$ cat src/rtl/mem_port_arbiter.sv
// mem_port_arbiter
// Round-robin arbiter that shares one req/gnt/rvalid memory slave port between
// NB_MASTER requesters. Arbitration is zero-latency: the grant returns in the
// same cycle as the request. A request stalled by the slave is locked, so its
// master, address and data stay stable until the slave grants it. Each accepted
// transaction (read or write) pushes the granted master's ID into a small FIFO.
// The slave's in-order rvalid pops that FIFO to route the response back.
//
// Ports
//   clk, rst          : clock, synchronous active-high reset
//   m_req_i/m_gnt_o   : per-master request / same-cycle grant (one-hot or zero)
//   m_addr_i/m_we_i/m_be_i/m_wdata_i : per-master request payload, slice k = master k
//   m_rvalid_o        : per-master response valid (one-hot or zero)
//   m_rdata_o         : response data, broadcast to all masters
//   s_req_o/s_gnt_i   : slave request / grant
//   s_addr_o/s_we_o/s_be_o/s_wdata_o : payload of the selected master
//   s_rvalid_i/s_rdata_i : in-order slave response
//   err_o             : sticky protocol error (orphan rvalid, or a locked master
//                       withdrawing its request), cleared only by rst
module mem_port_arbiter #(
  parameter int NB_MASTER       = 3,
  parameter int ADDR_WIDTH      = 32,
  parameter int DATA_WIDTH      = 32,
  parameter int MAX_OUTSTANDING = 2
) (
  input  logic                            clk,
  input  logic                            rst,
  input  logic [NB_MASTER-1:0]            m_req_i,
  input  logic [NB_MASTER*ADDR_WIDTH-1:0] m_addr_i,
  input  logic [NB_MASTER-1:0]            m_we_i,
  input  logic [NB_MASTER*DATA_WIDTH/8-1:0] m_be_i,
  input  logic [NB_MASTER*DATA_WIDTH-1:0] m_wdata_i,
  output logic [NB_MASTER-1:0]            m_gnt_o,
  output logic [NB_MASTER-1:0]            m_rvalid_o,
  output logic [DATA_WIDTH-1:0]           m_rdata_o,
  output logic                            s_req_o,
  output logic [ADDR_WIDTH-1:0]           s_addr_o,
  output logic                            s_we_o,
  output logic [DATA_WIDTH/8-1:0]         s_be_o,
  output logic [DATA_WIDTH-1:0]           s_wdata_o,
  input  logic                            s_gnt_i,
  input  logic                            s_rvalid_i,
  input  logic [DATA_WIDTH-1:0]           s_rdata_i,
  output logic                            err_o
);

  localparam int ID_W  = (NB_MASTER > 1) ? $clog2(NB_MASTER) : 1;
  localparam int BE_W  = DATA_WIDTH / 8;
  localparam int PTR_W = (MAX_OUTSTANDING > 1) ? $clog2(MAX_OUTSTANDING) : 1;
  localparam int CNT_W = $clog2(MAX_OUTSTANDING + 1);

  typedef enum logic [0:0] {
    ST_IDLE   = 1'b0,
    ST_LOCKED = 1'b1
  } lock_state_e;

  // FIFO pointer increment that wraps at MAX_OUTSTANDING (need not fill PTR_W)
  function automatic logic [PTR_W-1:0] ptr_inc(input logic [PTR_W-1:0] p);
    if (p == PTR_W'(MAX_OUTSTANDING - 1)) begin
      ptr_inc = '0;
    end else begin
      ptr_inc = p + PTR_W'(1);
    end
  endfunction

  // Master ID increment modulo NB_MASTER
  function automatic logic [ID_W-1:0] id_inc(input logic [ID_W-1:0] id);
    if (id == ID_W'(NB_MASTER - 1)) begin
      id_inc = '0;
    end else begin
      id_inc = id + ID_W'(1);
    end
  endfunction

  lock_state_e      state_r, state_nxt_s;
  logic [ID_W-1:0]  locked_id_r, locked_id_nxt_s;
  logic [ID_W-1:0]  rr_ptr_r;
  logic [ID_W-1:0]  sel_s;
  logic             found_s;
  logic             req_sel_s;
  logic             s_req_s;
  logic             accept_s;
  logic             lock_err_s;
  logic [ADDR_WIDTH-1:0] addr_sel_s;
  logic             we_sel_s;
  logic [BE_W-1:0]  be_sel_s;
  logic [DATA_WIDTH-1:0] wdata_sel_s;

  logic [ID_W-1:0]  fifo_mem_r [MAX_OUTSTANDING];
  logic [PTR_W-1:0] wr_ptr_r, rd_ptr_r;
  logic [CNT_W-1:0] count_r;
  logic             fifo_full_s;
  logic             push_s, pop_s;
  logic [ID_W-1:0]  head_s;
  logic             err_r;

  // Master selection: the locked master, else first requester at or after rr_ptr, wrapping
  always_comb begin
    sel_s   = rr_ptr_r;
    found_s = 1'b0;
    if (state_r == ST_LOCKED) begin
      sel_s = locked_id_r;
    end else begin
      // First pass covers rr_ptr..NB_MASTER-1, second pass the wrapped part 0..rr_ptr-1.
      for (int k = 0; k < NB_MASTER; k++) begin
        if (!found_s && m_req_i[k] && (ID_W'(k) >= rr_ptr_r)) begin
          sel_s   = ID_W'(k);
          found_s = 1'b1;
        end else begin
          found_s = found_s;
        end
      end
      for (int k = 0; k < NB_MASTER; k++) begin
        if (!found_s && m_req_i[k]) begin
          sel_s   = ID_W'(k);
          found_s = 1'b1;
        end else begin
          found_s = found_s;
        end
      end
    end
  end

  // Request payload mux from the selected master
  always_comb begin
    req_sel_s   = 1'b0;
    addr_sel_s  = '0;
    we_sel_s    = 1'b0;
    be_sel_s    = '0;
    wdata_sel_s = '0;
    for (int k = 0; k < NB_MASTER; k++) begin
      if (sel_s == ID_W'(k)) begin
        req_sel_s   = m_req_i[k];
        addr_sel_s  = m_addr_i[k*ADDR_WIDTH +: ADDR_WIDTH];
        we_sel_s    = m_we_i[k];
        be_sel_s    = m_be_i[k*BE_W +: BE_W];
        wdata_sel_s = m_wdata_i[k*DATA_WIDTH +: DATA_WIDTH];
      end else begin
        req_sel_s = req_sel_s;
      end
    end
  end

  // No full-bypass: a full FIFO blocks the request even if a pop happens this cycle
  assign fifo_full_s = (count_r == CNT_W'(MAX_OUTSTANDING));
  assign s_req_s     = !rst && req_sel_s && !fifo_full_s;
  assign accept_s    = s_req_s && s_gnt_i;
  assign push_s      = accept_s;
  assign pop_s       = s_rvalid_i && (count_r != '0);
  assign head_s      = fifo_mem_r[rd_ptr_r];

  // Lock FSM next state: a stalled request pins the selection until it is granted
  always_comb begin
    state_nxt_s     = state_r;
    locked_id_nxt_s = locked_id_r;
    lock_err_s      = 1'b0;
    case (state_r)
      ST_IDLE: begin
        if (s_req_s && !s_gnt_i) begin
          state_nxt_s     = ST_LOCKED;
          locked_id_nxt_s = sel_s;
        end else begin
          state_nxt_s = ST_IDLE;
        end
      end
      ST_LOCKED: begin
        if (accept_s) begin
          state_nxt_s = ST_IDLE;
        end else if (!req_sel_s) begin
          // Locked master withdrew its request before being granted.
          state_nxt_s = ST_IDLE;
          lock_err_s  = 1'b1;
        end else begin
          // Still waiting for the slave grant or for FIFO space.
          state_nxt_s = ST_LOCKED;
        end
      end
      default: begin
        state_nxt_s = ST_IDLE;
      end
    endcase
  end

  // Lock FSM state register and round-robin pointer
  always_ff @(posedge clk) begin
    if (rst) begin
      state_r     <= ST_IDLE;
      locked_id_r <= '0;
      rr_ptr_r    <= '0;
    end else begin
      state_r     <= state_nxt_s;
      locked_id_r <= locked_id_nxt_s;
      if (accept_s) begin
        rr_ptr_r <= id_inc(sel_s);
      end else begin
        rr_ptr_r <= rr_ptr_r;
      end
    end
  end

  // Response-routing ID FIFO: push the granted ID, pop on each in-order rvalid
  always_ff @(posedge clk) begin
    if (rst) begin
      wr_ptr_r <= '0;
      rd_ptr_r <= '0;
      count_r  <= '0;
      for (int i = 0; i < MAX_OUTSTANDING; i++) begin
        fifo_mem_r[i] <= '0;
      end
    end else begin
      if (push_s) begin
        fifo_mem_r[wr_ptr_r] <= sel_s;
        wr_ptr_r             <= ptr_inc(wr_ptr_r);
      end else begin
        wr_ptr_r <= wr_ptr_r;
      end
      if (pop_s) begin
        rd_ptr_r <= ptr_inc(rd_ptr_r);
      end else begin
        rd_ptr_r <= rd_ptr_r;
      end
      case ({push_s, pop_s})
        2'b10:   count_r <= count_r + CNT_W'(1);
        2'b01:   count_r <= count_r - CNT_W'(1);
        default: count_r <= count_r;
      endcase
    end
  end

  // Sticky error: orphan rvalid with an empty FIFO, or locked request withdrawn
  always_ff @(posedge clk) begin
    if (rst) begin
      err_r <= 1'b0;
    end else if (lock_err_s || (s_rvalid_i && (count_r == '0))) begin
      err_r <= 1'b1;
    end else begin
      err_r <= err_r;
    end
  end

  // Output drive; everything is held at zero while rst is high
  always_comb begin
    m_gnt_o    = '0;
    m_rvalid_o = '0;
    for (int k = 0; k < NB_MASTER; k++) begin
      m_gnt_o[k]    = accept_s && (sel_s == ID_W'(k));
      m_rvalid_o[k] = !rst && pop_s && (head_s == ID_W'(k));
    end
    if (rst) begin
      m_rdata_o = '0;
      s_addr_o  = '0;
      s_we_o    = 1'b0;
      s_be_o    = '0;
      s_wdata_o = '0;
    end else begin
      m_rdata_o = s_rdata_i;
      s_addr_o  = addr_sel_s;
      s_we_o    = we_sel_s;
      s_be_o    = be_sel_s;
      s_wdata_o = wdata_sel_s;
    end
  end

  assign s_req_o = s_req_s;
  assign err_o   = err_r && !rst;

endmodule
$ cat config.mk
export PLATFORM = sky130hd
export DESIGN_NAME = mem_port_arbiter
export DESIGN_NICKNAME = d
export VERILOG_FILES = /design/src/rtl/mem_port_arbiter.sv
export SDC_FILE = /design/constraint.sdc
export NUM_CORES = 1
export LEC_CHECK = 0
export ABC_CLOCK_PERIOD_IN_PS = 3900
export CORE_AREA = 8 8 132 134
export DETAILED_ROUTE_END_ITERATION = 8
export DIE_AREA = 0 0 140 142
export PLACE_DENSITY = 0.76
export SLEW_MARGIN = 20
export SYNTH_ARGS = -nofsm -noshare
export SYNTH_HDL_FRONTEND = slang
export SYNTH_SLANG_ARGS = --single-unit
$ cat constraint.sdc
create_clock -name clk -period 3.9 [get_ports clk]
set_clock_uncertainty 0.05 [all_clocks]
set_input_delay 0.585 -clock clk [delete_from_list [all_inputs] [get_ports clk]]
set_output_delay 0.585 -clock clk [all_outputs]
set_load 0.01 [all_outputs]
==> qor.yml <==
final_common_cell: "clkdlybuf4s50_1"
final_antenna_net_count: 0
synth_top_area_share_pct: 14.2
cts_buffers: 3
worstSetupEndpointType: "output pin"
arrival_ps: 3170
layout_common_cells: "clkdlybuf4s50_1, inv_1"
final.fill_count: 1425
hp-class: "reg2reg"
synthFlopType: "dfxtp_1"
cts_setup_buffers: 0
drt_iter0_markers: 453
drt_pass1_iterations: 5
grt_usage_pct: 22.9
netlist_instances: 668
relSlewSlack_pct: 50.0
crit_type: "in2out"
ys_ff_latch: 15
synth_area_leaders: "a221o_1, a2111oi_0, a311oi_1, o2bb2ai_1, and3_1"
start_util_pct: 31.6
max_freq_mhz: 263
cts_root_buf: "clkbuf_16"
yosys.area.top_type: "a221o_1"
ios: 355
syn_area_um2: 4870
grt_pass1_vias: 6672
viasPerCell: 6.04
avgSynthCellArea_um2: 7.30
synth_edf_count: 4
die_area_um2: 19900
ys_warn_count: 0
vdd_drop_max_mv: 0.203
avgRoutedWirePerCell_um: 21.5
p_leak_nw: 3.36
tightest_slew_ps: 750
hold_viol_final: 0
drive_gt1_share_pct: 6.33
vias: 6983
outcome: "finished, final reports clean"
grt_pass1_wl_um: 37500
worstPathMaxFanout: 46
nets: 1212
cts_tree: "yes"
clock-sinks: 15
portBuffers: 354
p_per_area_nw_per_um2: 291
grt_max_degree: 142
fin_tns_setup_ps: 0
area_growth_syn_to_layout_pct: 80.1
rsz0062_at_grt: "false"
cap_viol_max_count: 0
place.gp.congestion: 0.833
drc_errors: 0
path_clk_slew_ps: 50
die_h_um: 142
synth_seq_area_share_pct: 6.98
antenna_found_initial: 1
dpl.hpwl_um: 18600
period_share_pct: 97.5
slew_viol_final: 0
grt-ovfl-total: 0
row_count: 46
finish.utilization_pct: 56.9
async_flop_share_pct: 0
yosysUniqueCellTypes: 60
routed_wl_um: 24900
clock_latency_ps: 250
setup_viol: 0
die_w_um: 140
min_period_ps: 3800
start_kind: "primary input"
htreeDepth: 1
synth_nets: 915
critical_path_required_ps: 3260
coreArea_um2: 15400
clk_path_buf_depth: 2
==> layer usage <==
metal  vias up  wire length (um)  GRT usage [%]
met5         -                 0              0
met4         0               476           5.26
met3        29              2120           6.47
met2       298             12300           40.6
met1      3283             10000           26.9
li1       3373                 -              -
==> critical path: stages <==
cell             delay (ps)
clkdlybuf4s50_1         500
buf_4                   230
nor3b_4                  80
buf_12                  140
buf_12                  160
and3_1                  190
a221o_1                 250
a311oi_1                410
o2bb2ai_1               120
clkdlybuf4s50_1         500
==> area by class of cell <==
| cell class | instances | area [um^2] | area share [%] |
|---|---|---|---|
| Timing Repair Buffer | 388 | 3930 | 44.8 |
| Antenna cell | 1 | 2.50 | 0.0285 |
| Tap cell | 192 | 240 | 2.74 |
| Sequential cell | 15 | 342 | 3.89 |
| Inverter | 77 | 290 | 3.31 |
| Clock buffer | 4 | 78.8 | 0.898 |
| Multi-Input combinational cell | 480 | 3890 | 44.3 |
==> Yosys cell counts, drive strengths merged (8+ instances only) <==
cell / number
nand2: 8
dfxtp: 11
inv: 77
clkbuf: 65
a2111oi: 69
a21oi: 8
nor3: 10
o2bb2ai: 69
nor2: 15
buf: 32
a311oi: 69
and3: 69
a221o: 69
o21ai: 8
nor2b: 34
==> worst paths after layout <==
check / start / to / slack [ps] / depth (start not counted)
hold reg to reg: locked_id_r[1]$_SDFFE_PP0P_ / locked_id_r[1]$_SDFFE_PP0P_ / 440 / 2
setup reg to reg: rr_ptr_r[0]$_SDFFE_PP0P_ / count_r[1]$_SDFFE_PP0P_ / 1000 / 10
hold / removal: locked_id_r[1]$_SDFFE_PP0P_ / locked_id_r[1]$_SDFFE_PP0P_ / 440 / 2
setup / recovery: m_req_i[0] / s_be_o[3] / 100 / 10
==> per-stage QoR <==
step | area [um^2] | power [mW] | setup slack [ps] | hold WS, ps | instances
floorplan | 4870 | 1.31 | 1220 | 405 | 668
global placement | 8680 | 2.32 | 104 | 423 | 1151
detailed placement | 8680 | 2.33 | 71.1 | 430 | 1151
CTS | 8760 | 2.55 | 54.0 | 438 | 1155
global route | 8780 | 2.72 | 16.0 | 456 | 1157
finish | 8780 | 2.55 | 96.6 | 439 | 1157
==> power breakdown <==
group          switching (mW)  leakage, nW  internal (mW)
sequential             0.0462        0.133          0.201
combinational            1.02         3.19           1.08
clock                  0.0660       0.0382          0.139
==> state kept, by name, indices dropped and copies added, names as in the netlist, named ones only <==
| signal | count |
|---|---|
| rr_ptr_r | 2 |
| locked_id_r | 2 |
| fifo_mem_r | 4 |
| err_r | 1 |
| state_r | 1 |
| count_r | 2 |
| rd_ptr_r | 1 |
| wr_ptr_r | 1 |
==> kinds of logic (layout without fill, tap and decap cells) <==
kind of cell | after synthesis | in the layout | synth area share [%]
buffers and inverters | 174 | 469 | 14.2
and+or+nand+nor | 159 | 159 | 19.9
AOI/OAI and AO/OA | 313 | 314 | 57.4
muxes | 3 | 3 | 0.642
DFF | 15 | 15 | 6.98
adders and majority gates | 1 | 1 | 0.257
other | 0 | 1 | 0
xor gates and xnor gates | 3 | 3 | 0.539
==> timing repair <==
action | CTS | global route
endpoints found under the hold margin | 0 | 0
hold buffers | 0 | 0
endpoints found under the setup margin | 0 | 24
resized for setup | 0 | 3
No activity file was read; power rests on OpenSTA's default activity.
